`config.mk`:
```
export PLATFORM = sky130hd
export DESIGN_NAME = svc_soc_uart_rx_reg
export DESIGN_NICKNAME = d
export VERILOG_FILES = /design/src/rtl/svc_soc_uart_rx_reg.sv
export SDC_FILE = /design/constraint.sdc
export NUM_CORES = 1
export LEC_CHECK = 0
export CAP_MARGIN = 20
export CELL_PAD_IN_SITES_DETAIL_PLACEMENT = 1
export CELL_PAD_IN_SITES_GLOBAL_PLACEMENT = 1
export CORE_UTILIZATION = 47
export DETAILED_ROUTE_END_ITERATION = 7
export GPL_ROUTABILITY_DRIVEN = 0
export HOLD_SLACK_MARGIN = 0.06
export PLACE_DENSITY = 0.9
export SYNTH_ARGS = -nofsm -noshare
export SYNTH_HDL_FRONTEND = slang
export SYNTH_SLANG_ARGS = --single-unit
```
`constraint.sdc`:
```
create_clock -name clk -period 8.2 [get_ports clk]
set_clock_uncertainty 0.15 [all_clocks]
set_input_delay 1.64 -clock clk [delete_from_list [all_inputs] [get_ports clk]]
set_output_delay 1.64 -clock clk [all_outputs]
set_load 0.05 [all_outputs]
```
`src/rtl/svc_soc_uart_rx_reg.sv`:
```
// UART receiver (8N1) with RX FIFO and DATA/STATUS io registers.
// Define SVC_UART_RX_PARITY_EN for 8E1 framing with parity checking.
module svc_soc_uart_rx_reg #(
    parameter int unsigned CLOCK_FREQ = 100_000_000,
    parameter int unsigned BAUD_RATE  = 115_200,
    parameter int unsigned FIFO_DEPTH = 16,
    parameter logic [31:0] BASE_ADDR  = 32'h8000_0010
) (
    input  logic        clk,
    input  logic        rst,
    input  logic        urx_pin,
    input  logic        io_ren,
    input  logic [31:0] io_raddr,
    output logic [31:0] io_rdata,
    input  logic        io_wen,
    input  logic [31:0] io_waddr,
    input  logic [31:0] io_wdata,
    input  logic [3:0]  io_wstrb,
    output logic        rx_irq
);
    localparam int unsigned CLKS_PER_BIT = CLOCK_FREQ / BAUD_RATE;
    localparam int unsigned CNT_W        = $clog2(CLKS_PER_BIT + 1);
    localparam int unsigned PTR_W        = $clog2(FIFO_DEPTH);
    localparam int unsigned CNT_FW       = PTR_W + 1;
    localparam logic [31:0] STATUS_ADDR  = BASE_ADDR + 32'd4;
    localparam logic [CNT_W-1:0] BAUD_HALF = CNT_W'(CLKS_PER_BIT / 2);
    localparam logic [CNT_W-1:0] BAUD_FULL = CNT_W'(CLKS_PER_BIT);

    typedef enum logic [2:0] {S_IDLE, S_START, S_DATA, S_PARITY, S_STOP, S_BREAK} state_e;

    logic             rx_s1_q, rx_s2_q, rx_prev_q;
    state_e           state_q;
    logic [CNT_W-1:0] baud_q;
    logic [2:0]       bit_idx_q;
    logic [7:0]       shift_q;
    logic             push_q, frame_set_q, par_set_q;
`ifdef SVC_UART_RX_PARITY_EN
    logic             par_acc_q, par_bad_q;
`endif

    logic             rx_fall, baud_exp;
    assign rx_fall  = rx_prev_q & ~rx_s2_q;
    assign baud_exp = (baud_q == CNT_W'(1));

    // Preset to idle-high so reset never looks like a start edge.
    always_ff @(posedge clk or posedge rst) begin
        if (rst) begin
            rx_s1_q   <= 1'b1;
            rx_s2_q   <= 1'b1;
            rx_prev_q <= 1'b1;
        end else begin
            rx_s1_q   <= urx_pin;
            rx_s2_q   <= rx_s1_q;
            rx_prev_q <= rx_s2_q;
        end
    end

    always_ff @(posedge clk or posedge rst) begin
        if (rst) begin
            state_q     <= S_IDLE;
            baud_q      <= '0;
            bit_idx_q   <= '0;
            push_q      <= 1'b0;
            frame_set_q <= 1'b0;
            par_set_q   <= 1'b0;
`ifdef SVC_UART_RX_PARITY_EN
            par_acc_q   <= 1'b0;
            par_bad_q   <= 1'b0;
`endif
        end else begin
            push_q      <= 1'b0;
            frame_set_q <= 1'b0;
            par_set_q   <= 1'b0;
            if (state_q != S_IDLE && state_q != S_BREAK && !baud_exp) begin
                baud_q <= baud_q - 1'b1;
            end
            case (state_q)
                S_IDLE: begin
                    if (rx_fall) begin
                        state_q <= S_START;
                        baud_q  <= BAUD_HALF;
                    end
                end
                S_START: begin
                    if (baud_exp) begin
                        if (!rx_s2_q) begin
                            state_q   <= S_DATA;
                            bit_idx_q <= '0;
                            baud_q    <= BAUD_FULL;
`ifdef SVC_UART_RX_PARITY_EN
                            par_acc_q <= 1'b0;
`endif
                        end else begin
                            state_q <= S_IDLE;
                        end
                    end
                end
                S_DATA: begin
                    if (baud_exp) begin
                        baud_q    <= BAUD_FULL;
                        bit_idx_q <= bit_idx_q + 1'b1;
`ifdef SVC_UART_RX_PARITY_EN
                        par_acc_q <= par_acc_q ^ rx_s2_q;
                        if (bit_idx_q == 3'd7) state_q <= S_PARITY;
`else
                        if (bit_idx_q == 3'd7) state_q <= S_STOP;
`endif
                    end
                end
`ifdef SVC_UART_RX_PARITY_EN
                S_PARITY: begin
                    if (baud_exp) begin
                        par_bad_q <= par_acc_q ^ rx_s2_q;
                        baud_q    <= BAUD_FULL;
                        state_q   <= S_STOP;
                    end
                end
`endif
                S_STOP: begin
                    if (baud_exp) begin
                        if (rx_s2_q) begin
                            state_q <= S_IDLE;
`ifdef SVC_UART_RX_PARITY_EN
                            if (par_bad_q) par_set_q <= 1'b1;
                            else           push_q    <= 1'b1;
`else
                            push_q  <= 1'b1;
`endif
                        end else begin
                            frame_set_q <= 1'b1;
                            state_q     <= S_BREAK;
                        end
                    end
                end
                S_BREAK: begin
                    if (rx_s2_q) state_q <= S_IDLE;
                end
                default: state_q <= S_IDLE;
            endcase
        end
    end

    // Shift register only moves while sampling data bits; it is the push payload.
    always_ff @(posedge clk) begin
        if (state_q == S_DATA && baud_exp) shift_q <= {rx_s2_q, shift_q[7:1]};
    end

    logic [7:0]        mem_q [FIFO_DEPTH];
    logic [PTR_W-1:0]  wr_ptr_q, rd_ptr_q;
    logic [CNT_FW-1:0] count_q, count_d;
    logic              ovr_q, fe_q, pe_q;
    logic [31:0]       io_rdata_q, rdata_d, status_w;
    logic              rx_irq_q;
    logic              empty, full, rd_data_hit, rd_stat_hit, pop, push_ok, ovr_set, wr_clr;
    logic [15:0]       count16;

    assign empty       = (count_q == '0);
    assign full        = (count_q == CNT_FW'(FIFO_DEPTH));
    assign rd_data_hit = io_ren && (io_raddr == BASE_ADDR);
    assign rd_stat_hit = io_ren && (io_raddr == STATUS_ADDR);
    assign pop         = rd_data_hit && !empty;
    assign push_ok     = push_q && (!full || pop);
    assign ovr_set     = push_q && full && !pop;
    assign wr_clr      = io_wen && (io_waddr == STATUS_ADDR) && io_wstrb[0];
    assign count16     = 16'(count_q);
    assign status_w    = {8'b0, count16, 4'b0, pe_q, fe_q, ovr_q, !empty};

    always_comb begin
        count_d = count_q;
        if (push_ok && !pop)      count_d = count_q + 1'b1;
        else if (!push_ok && pop) count_d = count_q - 1'b1;
    end

    always_comb begin
        rdata_d = io_rdata_q;
        if (io_ren) begin
            rdata_d = '0;
            if (pop)              rdata_d = {24'b0, mem_q[rd_ptr_q]};
            else if (rd_stat_hit) rdata_d = status_w;
        end
    end

    always_ff @(posedge clk) begin
        if (push_ok) mem_q[wr_ptr_q] <= shift_q;
    end

    // Sticky flags: a set in the same cycle as a W1C clear wins.
    always_ff @(posedge clk or posedge rst) begin
        if (rst) begin
            wr_ptr_q   <= '0;
            rd_ptr_q   <= '0;
            count_q    <= '0;
            ovr_q      <= 1'b0;
            fe_q       <= 1'b0;
            pe_q       <= 1'b0;
            io_rdata_q <= '0;
            rx_irq_q   <= 1'b0;
        end else begin
            if (push_ok) wr_ptr_q <= wr_ptr_q + 1'b1;
            if (pop)     rd_ptr_q <= rd_ptr_q + 1'b1;
            count_q    <= count_d;
            rx_irq_q   <= (count_d != '0);
            io_rdata_q <= rdata_d;
            ovr_q <= (ovr_q & ~(wr_clr & io_wdata[1])) | ovr_set;
            fe_q  <= (fe_q  & ~(wr_clr & io_wdata[2])) | frame_set_q;
            pe_q  <= (pe_q  & ~(wr_clr & io_wdata[3])) | par_set_q;
        end
    end

    logic unused_ok;
    assign unused_ok = ^{io_wdata[31:4], io_wdata[0], io_wstrb[3:1]};

    assign io_rdata = io_rdata_q;
    assign rx_irq   = rx_irq_q;
endmodule

```
## Word-level counts from Yosys, hierarchy flattened

Memory sizes are Yosys's and may differ from the RTL's.
Cells that the tools add are included.

| word-level totals | value |
|---|---|
| flip-flop bits (word level) | 78 |
| memory bits (writable) | 128 |
| output and inout port bits | 33 |
| word-level logic and storage cells | 112 |
| memories | 1 |

| cells by class | value |
|---|---|
| add/sub/neg operators | 6 |
| equality and inequality tests | 18 |
| mux-type cells | 31 |
| bitwise gates (word level) | 13 |
| reductions and logical operators | 26 |

Memory list:

| memory | depth | bits a word | rd ports | clocked after memory_dff | wr ports | line | text |
|---|---|---|---|---|---|---|---|
| mem_q | 16 | 8 | 1 | 0 | 1 | 148 | `logic [7:0] mem_q [FIFO_DEPTH];` |

Operator list:

| cell | count |
|---|---|
| $eq 32x32->1 const B | 3 |
| $mux 10 | 5 |
| $mux 3 | 10 |
| $pmux 10 s3 | 1 |
| $mux 13 | 2 |
| $pmux 3 s5 | 1 |
| $ne 2x2->1 const B | 7 |
| $logic_and 1x1->1 | 13 |
| $eq 10x1->1 const B | 1 |
| $mux 5 | 2 |
| $sub 10x1->10 const B | 1 |
| $eq 3x3->1 const B | 3 |
| $add 4x1->4 const B | 2 |
| $mux 1 | 8 |
| $and 1x1->1 | 7 |
| $pmux 3 s2 | 1 |
| $reduce_and 6->1 | 1 |
| $add 5x1->5 const B | 1 |
| $eq 5x5->1 const B | 1 |
| $logic_not 1->1 | 5 |
| $logic_not 5->1 | 1 |
| $reduce_bool 5->1 | 1 |
| $sub 5x1->5 const B | 1 |
| $not 1->1 | 4 |
| 11 further kinds | 12 |

## Depth between registers and ports, before layout

Gate-level depths: netlist (run 1).

| depth | value |
|---|---|
| depth after elaboration | 10 |
| mapped depth | 10 |

## Worst setup path after synthesis (run 1)

No wires, ideal clock.

| timing path | value |
|---|---|
| kind | input port to flip-flop |
| start | in io_raddr[1] |
| end | mem mem_q[3][0] (enable) |
| arrival | 3,582 ps |
| data required time | 7,667 ps |
| path slack | 4,085 ps |
| cell stages on the path | 7 |
| buffers on the path | 0 |
| cells stage by stage | nor4b_1 -> nand4_1 -> nor2_1 -> nand2_1 -> a21boi_1 -> nand2_1 -> nor3_1 |

| between the ends | value |
|---|---|
| word-level cells in the longest chain between the ends | 7 |

RTL lines:

| what | line | text |
|---|---|---|
| from (decl) | 13 | `input logic [31:0] io_raddr,` |
| $eq 32x32->1 | 159 | `assign rd_data_hit = io_ren && (io_raddr == BASE_ADDR);` |
| $logic_and 1x1->1 | 159 |  |
| $logic_and 1x1->1 | 161 | `assign pop = rd_data_hit && !empty;` |
| $logic_or 1x1->1 | 162 | `assign push_ok = push_q && (!full \|\| pop);` |
| $logic_and 1x1->1 | 162 |  |
| $mux 1 | 184 | `if (push_ok) mem_q[wr_ptr_q] <= shift_q;` |
| $mux 1 (not written as such) | 184 |  |
| to (decl) | 148 |  |

Every way passes these cells.

## Final worst setup path (run 1)

| timing path | value |
|---|---|
| start | in io_raddr[3] |
| end | mem mem_q[7][6] (enable) |

The elaborated chain is that of the path after synthesis.

==> flow_metrics.py, run 1 <==
metrics = {
    "cells_and_area": {
        "area_growth_pct": 19.86,
        "final_cell_mix": "edfxtp_1, clkdlybuf4s50_1, dfrtp_1",
        "final_util": 0.5844,
        "finalNonFillerCells": 799,
        "fin_nets": 687,
        "ff_latch_area_sq_um": 5365,
        "multi_input_area_sq_um": 2305,
        "antenna_cells_inserted": 0,
        "num-fill-cells": 1491,
        "mostFrequentLayoutCell": "edfxtp_1",
        "final_layout_size_suffix_gt1_frac": 0.1492,
    },
    "synth": {
        "synth.distinct_cells": 50,
        "netlist_instances": 478,
        "synth_edf_count": 136,
        "synth_area_sq_um": 7858,
        "avgSynthCellArea_sq_um": 16.44,
        "synth_seq_area_share": 0.6826,
        "ys_ff_latch": 187,
        "yosysWarnings": 0,
        "synth-async-reset-ratio": 0.2727,
        "ys.flop_type": "edfxtp_1",
    },
    "sta": {
        "whs_ns": 0.2049,
        "final_max_slew_viol_count": 0,
        "maxSlewHeadroom": 0.2628,
        "period_share": 0.6128,
        "hold_violations": 0,
        "worstMarginPinSlew_ns": 1.098,
        "finalSetupTns_ns": 0,
        "fin_crit_ns": 5.025,
        "setup_viol": 0,
        "rsz0062_at_grt": "false",
        "max_freq_mhz": 199.0,
    },
    "critical_path": {
        "path_max_fanout": 8,
        "criticalPathCategory": "primary input to register",
        "crit_path_start_kind": "primary input",
        "critPathArrivalTime_ns": 4.94,
        "cp.required_ns": 8.12,
        "critPathCaptureType": "register",
    },
    "pwr": {
        "p_per_area_nw_per_um2": 200.4,
        "total_power_uw": 1887,
        "leakage_uw": 0.003254,
        "vdd_ir_drop_max_mv": 0.1751,
    },
    "route": {
        "routed-via-count": 4900,
        "dr.pass1.iters": 5,
        "finalWirelength_microns": 22330,
        "drt-vias-per-instance": 6.133,
        "drt_iter0_drc": 474,
        "drc": 0,
        "ant_nets": 0,
        "avgRoutedWirePerCell_microns": 27.94,
    },
    "grt": {
        "antenna_found_initial": 0,
        "grt_max_degree": 52,
        "grt_usage": 0.2774,
        "overflow": 0,
        "grt_pass1_wl_microns": 34360,
        "grt_pass1_vias": 5404,
    },
    "floorplanning": {
        "dieHeight_microns": 131.3,
        "fp.dieW_microns": 131.3,
        "start_util": 0.4876,
        "placement_rows": 46,
        "ios": 138,
        "core_sq_um": 16120,
        "dieArea_sq_um": 17240,
    },
    "clocking": {
        "cts_tree": "built",
        "clk_pin_slew_ns": 0.06,
        "clock_path_buffers": 2,
        "post_cts_resized": 0,
        "cts.htree.levels": 4,
        "cts.sinks": 187,
        "clock_latency_ns": 0.45,
        "post_cts_buffers": 0,
        "cts_buffers": 17,
        "root_buffer": "clkbuf_16",
        "postCtsHoldBufs": 0,
    },
    "worst_hold_path": {
        "hold_class": "register to register",
    },
    "status": {
        "status": "finished clean",
    },
    "placed_design": {
        "placed_cells": 767,
        "hpwlAfterDp_microns": 13900,
        "portBuffers": 86,
    },
    "job": {
        "cap_violations": 0,
    },
}
cell families (layout without fill, tap and decap cells):
kind of cell | after synthesis | count (layout) | synth area share
other | 1 | 19 | 0.0004772
xor gates and xnor gates | 17 | 17 | 0.01895
buffers and inverters | 48 | 135 | 0.03264
and+or+nand+nor | 125 | 125 | 0.08678
DFF | 187 | 187 | 0.6826
muxes | 42 | 42 | 0.1175
AOI/OAI and AO/OA | 46 | 46 | 0.04188
adders and majority gates | 12 | 12 | 0.01911
state kept, by name, indices dropped and copies added, names as in the netlist, 3 cells and up:
signal / flops
mem_q: 128
io_rdata: 13
baud_q: 10
shift_q: 8
count_q: 5
rd_ptr_q: 4
wr_ptr_q: 4
bit_idx_q: 3
state_q: 3
critical path: stages:
cell,delay (ns)
clkdlybuf4s50_1,0.43
nor4b_1,0.38
nand4_1,0.32
nor2_1,0.29
nand2_1,0.14
a21boi_1,0.62
nand2_1,0.32
nor2_1,0.79
power breakdown:
part | internal (uW) | leakage (uW) | total, uW | switching, uW
Sequential | 1020 | 0.00186 | 1030 | 14.8
Combinational | 49.5 | 0.00114 | 109 | 59.1
Clock | 393 | 0.000251 | 746 | 352
Total | 1460 | 0.00325 | 1890 | 426
per-layer routing:
layer	global-route usage	wire length (microns)
met1	0.3107	7956
met2	0.4835	11660
met3	0.06867	1737
met4	0.1570	969
met5	0	0
stage by stage:
step / cell area [sq um] / worst slack, ns
global placement: 8895 / 3.102
floorplan: 7925 / 4.085
CTS: 9418 / 3.112
global route: 9418 / 2.933
finish: 9418 / 3.175
detailed placement: 8895 / 2.774
synthesized netlist by cell type (all sizes together) (10+ instances only):
cell | n | area [sq um]
nor3 | 12 | 65.06
nor4 | 13 | 96.34
edfxtp | 136 | 4084
dfrtp | 48 | 1201
nand2 | 29 | 108.9
buf | 28 | 181.4
xnor2 | 12 | 105.1
clkbuf | 11 | 41.29
ha | 12 | 150.1
mux4 | 40 | 900.9
nor2 | 28 | 105.1
a22o | 10 | 87.58
area by class of cell:
type,instances,area share
Clock inverter,11,0.007706
Inverter,9,0.003587
Clock buffer,21,0.04783
Sequential cell,187,0.5697
Tap cell,216,0.02870
Multi-Input combinational cell,261,0.2447
Timing Repair Buffer,94,0.09778
worst paths after layout:
kind | startpoint | to | slack, ns | cells past startpoint
worst max-delay path | io_raddr[3] | mem_q[7][6] | 3.18 | 8
worst min-delay path | rx_s1_q | rx_s2_q | 0.20 | 0
worst max register to register | count_q[0] | mem_q[7][6] | 4.56 | 8
worst min register to register | rx_s1_q | rx_s2_q | 0.20 | 0
max in group asynchronous | rst | rd_ptr_q[0] | 5.85 | 3
min in group asynchronous | rst | count_q[3] | 1.57 | 3
Note: power is estimated with default switching activity, not from simulation.
==> run 2: changes to the inputs <==
CORE_UTILIZATION = 44   (was 47)
PLACE_DENSITY = 0.86   (was 0.9)
clock period = 4.9 ns   (was 8.2 ns; I/O delays follow)
==> run 2 against run 1 <==
Sequential power rose by 68%. Critical path depth is 1 higher. Combinational power increased by 63%. First-iteration DRC count shrank 14%. Critical path type unchanged. Final area increased by 1.7%. Count of clock-buffer cells in the layout fell by 1. Setup slack worse by 2.4 ns. Via count down 2.3%.
==> flow_metrics.py, run 2 (synthesis results as in run 1) <==
metrics = {
    "clocking": {
        "post_cts_resized": 0,
        "clock_latency_ns": 0.43,
        "cts.sinks": 187,
        "cts_tree": "built",
        "postCtsHoldBufs": 0,
        "clk_pin_slew_ns": 0.06,
        "clock_path_buffers": 2,
        "root_buffer": "clkbuf_16",
        "cts.htree.levels": 4,
        "cts_buffers": 17,
        "post_cts_buffers": 0,
    },
    "critical_path": {
        "path_max_fanout": 8,
        "slowest_stage": "a21boi_1",
        "crit_cells": 9,
        "cp.required_ns": 4.89,
        "max_stage_delay_ns": 0.64,
        "criticalPathCategory": "primary input to register",
        "path_cells": "clkdlybuf4s50_1 -> nor4b_1 -> nand4_1 -> nor2_1 -> nand2_1 -> a21boi_1 -> nand2_1 -> nor3_1 -> buf_4",
        "r2r_cells": 9,
        "critPathBufInv": 2,
        "cpLargestDelayFamily": "simple AND/OR/NAND/NOR gates",
        "cpMostUsedCell": "nand2_1",
        "crit_path_start_kind": "primary input",
        "critPathArrivalTime_ns": 4.07,
        "critPathCaptureType": "register",
    },
    "floorplanning": {
        "dieHeight_microns": 135.6,
        "placement_rows": 48,
        "start_util": 0.4527,
        "dieArea_sq_um": 18400,
        "core_sq_um": 17360,
        "fp.dieW_microns": 135.6,
        "ios": 138,
    },
    "pwr": {
        "p_per_area_nw_per_um2": 336.4,
        "vdd_ir_drop_max_mv": 0.2249,
        "leakage_uw": 0.003340,
        "p_clk_frac": 0.408,
        "pwr-share-comb": 0.055,
        "total_power_uw": 3221,
        "internal_power_uw": 2534,
        "p_sw_frac": 0.2135,
        "power.switching_uw": 687.7,
        "power_frac_seq": 0.536,
    },
    "cells_and_area": {
        "area_growth_pct": 21.86,
        "antenna_cells_inserted": 0,
        "final_util": 0.5517,
        "fin_nets": 700,
        "final_cell_mix": "edfxtp_1, clkdlybuf4s50_1, dfrtp_1",
        "final_layout_size_suffix_gt1_frac": 0.1661,
        "num-fill-cells": 1619,
        "largest_reg_flops": 128,
        "mostFrequentLayoutCell": "edfxtp_1",
        "finalNonFillerCells": 821,
        "largest_register": "mem_q",
    },
    "placed_design": {
        "portBuffers": 86,
        "placed_cells": 788,
        "hpwlAfterDp_microns": 12920,
    },
    "sta": {
        "hold_violations": 0,
        "whs_ns": 0.2065,
        "period_share": 0.8339,
        "finalSetupTns_ns": 0,
        "max_freq_mhz": 244.7,
        "fin_crit_ns": 4.086,
        "maxSlewHeadroom": 0.2680,
        "setup_viol": 0,
        "rsz0062_at_grt": "false",
        "worstMarginPinSlew_ns": 1.098,
        "final_max_slew_viol_count": 0,
    },
    "grt": {
        "grt_usage": 0.2200,
        "grt_max_degree": 52,
        "grt_pass1_wl_microns": 29050,
        "antenna_found_initial": 0,
        "overflow": 0,
        "grt_pass1_vias": 5097,
    },
    "route": {
        "ant_nets": 0,
        "routed-via-count": 4785,
        "drt-vias-per-instance": 5.828,
        "drt_iter0_drc": 407,
        "finalWirelength_microns": 19520,
        "dr.pass1.iters": 6,
        "avgRoutedWirePerCell_microns": 23.78,
        "drc": 0,
    },
    "status": {
        "status": "finished clean",
    },
    "worst_hold_path": {
        "min_path_cells": 0,
        "hold_class": "register to register",
    },
    "job": {
        "cap_violations": 0,
    },
}
==> run 2: cell count changes in the layout (fill, tap and decap cells not counted), sizes merged <==
cell / before / now
clkbuf: 21 / 20
buf: 8 / 21
clkinvlp: 3 / 4
bufinv: 0 / 2
clkinv: 7 / 5
==> run 2: final timing paths <==
kind / start / to / slack [ns]
worst max-delay path: io_raddr[3] / mem_q[3][4] / 0.81
worst min register to register: rx_s1_q / rx_s2_q / 0.21
min in group asynchronous: rst / frame_set_q / 0.85
worst max register to register: count_q[1] / mem_q[3][4] / 1.59
max in group asynchronous: rst / rd_ptr_q[0] / 3.19
worst min-delay path: rx_s1_q / rx_s2_q / 0.21
==> run 2: stage by stage <==
stage               setup slack, ns  instance area [sq um]
global placement             0.8070                   8996
detailed placement           0.3869                   8996
finish                       0.8137                   9575
global route                 0.6289                   9575
floorplan                     1.445                   7925
CTS                          0.7797                   9555
==> run 2: cell type report <==
type,instances,area [sq um],share of cell area
Sequential cell,187,5365,0.5603
Tap cell,225,281.5,0.02940
Timing Repair Buffer,107,1031,0.1077
Clock inverter,12,122.6,0.01281
Multi-Input combinational cell,261,2305,0.2407
Clock buffer,20,436.7,0.04560
Inverter,9,33.78,0.003528
==> run 2: worst register-to-register path, cell delays in order (launching register included) <==
cell and delay (ns):
dfrtp_1 0.48, inv_1 0.14, ha_1 0.24, nor4b_2 0.21, nor2_1 0.13, nand2_1 0.12, a21boi_1 0.64, nand2_1 0.36
nor3_1 0.28, buf_4 0.25
==> run 2: power by group through the flow <==
stage                     combinational, uW  sequential [uW]  clock [uW]
after global placement                  165             1760           0
final                                   178             1730        1320
after global routing                    195             1730        1380
after floorplan                         110             1750           0
after detailed placement                176             1760           0
after CTS                               178             1730        1330
==> run 2: metal layers <==
metal,global-route usage,vias to the layer above,routed length (microns)
met5,0,-,0
met4,0.09738,0,570
met3,0.04153,45,1104
met2,0.3946,207,10530
met1,0.2550,2495,7317
li1,-,2038,-
==> run 3: changes to the inputs <==
CORE_UTILIZATION = 40   (was 44)
PLACE_DENSITY = 0.82   (was 0.86)
clock period = 3.65 ns   (was 4.9 ns; I/O delays follow)
==> run 3 against run 2 <==
Sequential share of layout area is 0.85 points lower. Global-route usage is 1.3 points lower. Final area is 1.5% higher. Via count is 0.71% lower. Cell count is 5.7% higher. First-iteration DRC count is 18% lower. Non-clock buffer count is 11 higher. Critical path depth is 1 higher. Hold slack better by 0.0013 ns. Combinational power is 35% higher.
==> flow_metrics.py, run 3 (synthesis results as in run 1) <==
metrics = {
    "grt": {
        "met3_usage": 0.03634,
        "top_usage_layer": "met2",
        "use_met1": 0.2421,
        "overflow": 0,
        "grt_max_degree": 32,
        "antenna_found_initial": 1,
        "use_met2": 0.3671,
        "grt_pass1_wl_microns": 30100,
        "grt_pass1_vias": 5229,
        "grt_usage": 0.2070,
    },
    "floorplanning": {
        "ios": 138,
        "start_util": 0.4145,
        "dieArea_sq_um": 20210,
        "dieHeight_microns": 142.2,
        "core_sq_um": 18960,
        "fp.dieW_microns": 142.2,
        "placement_rows": 50,
    },
    "pwr": {
        "power_frac_seq": 0.530,
        "p_per_area_nw_per_um2": 450.5,
        "p_clk_frac": 0.416,
        "power.switching_uw": 1014,
        "pwr-share-comb": 0.055,
        "p_sw_frac": 0.2315,
        "leakage_uw": 0.003422,
        "vdd_ir_drop_max_mv": 0.3199,
        "internal_power_uw": 3366,
    },
    "critical_path": {
        "path_max_fanout": 8,
        "critPathArrivalTime_ns": 3.33,
        "criticalPathCategory": "primary input to register",
        "critPathCaptureType": "register",
        "cp.required_ns": 3.63,
        "crit_path_start_kind": "primary input",
    },
    "cells_and_area": {
        "num-fill-cells": 1807,
        "largest_register": "mem_q",
        "largest_reg_flops": 128,
        "final_area_sq_um": 9723,
        "final_cell_mix": "edfxtp_1, clkdlybuf4s50_1, dfrtp_1",
        "fin_nets": 711,
        "mostFrequentLayoutCell": "edfxtp_1",
        "area_growth_pct": 23.74,
        "final_layout_size_suffix_gt1_frac": 0.1895,
        "final_util": 0.5129,
    },
    "placed_design": {
        "hpwlAfterDp_microns": 13690,
        "place_area_sq_um": 9143,
        "dp_slack_ns": -0.07743,
        "portBuffers": 86,
    },
    "clocking": {
        "root_buffer": "clkbuf_16",
        "post_cts_resized": 0,
        "cts.sinks": 187,
        "clock_path_buffers": 2,
        "cts_tree": "built",
        "cts.htree.levels": 4,
        "post_cts_buffers": 0,
        "postCtsHoldBufs": 0,
        "cts_buffers": 17,
        "clk_pin_slew_ns": 0.07,
        "clock_latency_ns": 0.44,
    },
    "sta": {
        "finalSetupTns_ns": 0,
        "worstMarginPinSlew_ns": 0.7285,
        "max_freq_mhz": 299.3,
        "whs_ns": 0.2078,
        "maxSlewHeadroom": 0.5143,
        "final_max_slew_viol_count": 0,
        "rsz0062_at_grt": "false",
        "fin_crit_ns": 3.341,
        "setup_viol": 0,
        "period_share": 0.9153,
        "fin_ws_ns": 0.3090,
        "hold_violations": 0,
    },
    "status": {
        "status": "finished clean",
    },
    "route": {
        "avgRoutedWirePerCell_microns": 22.48,
        "drt_iter0_drc": 332,
        "drt-vias-per-instance": 5.474,
        "dr.pass1.iters": 4,
        "routed-via-count": 4751,
        "finalWirelength_microns": 19510,
        "ant_nets": 0,
        "drc": 0,
    },
    "job": {
        "cap_violations": 0,
    },
    "worst_hold_path": {
        "hold_class": "register to register",
    },
}
[run 3: per-stage QoR]
step	std cells	total power, uW
6_report	868	4380
5_1_grt	868	4507
4_1_cts	867	4415
3_5_place_dp	835	2602
3_3_place_gp	835	2584
2_1_floorplan	496	2500
[run 3: final cells by class]
class / count / area (sq um) / share of cell area
Clock inverter: 15 / 152.6 / 0.01570
Sequential cell: 187 / 5365 / 0.5518
Antenna cell: 1 / 2.502 / 0.0002574
Timing Repair Buffer: 118 / 1114 / 0.1145
Inverter: 9 / 33.78 / 0.003474
Multi-Input combinational cell: 261 / 2305 / 0.2370
Clock buffer: 17 / 425.4 / 0.04375
Tap cell: 260 / 325.3 / 0.03346
[run 3: power groups by stage]
stage	clock, uW	sequential [uW]	combinational (uW)
finish	1820	2320	240
CTS	1850	2320	242
floorplan	0	2350	148
detailed placement	0	2360	238
global placement	0	2360	225
global route	1920	2320	262
[run 3: critical path, cell delays in order]
cell             delay (ns)
clkdlybuf4s50_1        0.40
nor4_1                 0.39
nand4_1                0.29
nor2_1                 0.26
nand2_1                0.15
a21boi_1               0.18
buf_4                  0.20
nand2_1                0.18
nor3_1                 0.26
buf_4                  0.27
[run 3: final timing paths]
kind | from | end | slack (ns) | cells after the start
max | io_raddr[18] | mem_q[3][1] | 0.31 | 10
max reg2reg | count_q[1] | rx_irq | 0.58 | 9
max in group asynchronous | rst | rx_prev_q | 2.23 | 3
min | rx_s1_q | rx_s2_q | 0.21 | 0
min in group asynchronous | rst | count_q[3] | 0.49 | 2
min reg2reg | rx_s1_q | rx_s2_q | 0.21 | 0
[run 3: routing by layer]
metal / up-vias / part of all wire
met2: 172 / 0.53
met4: 0 / 0.028
met1: 2476 / 0.39
li1: 2062 / -
met5: - / 0
met3: 41 / 0.052
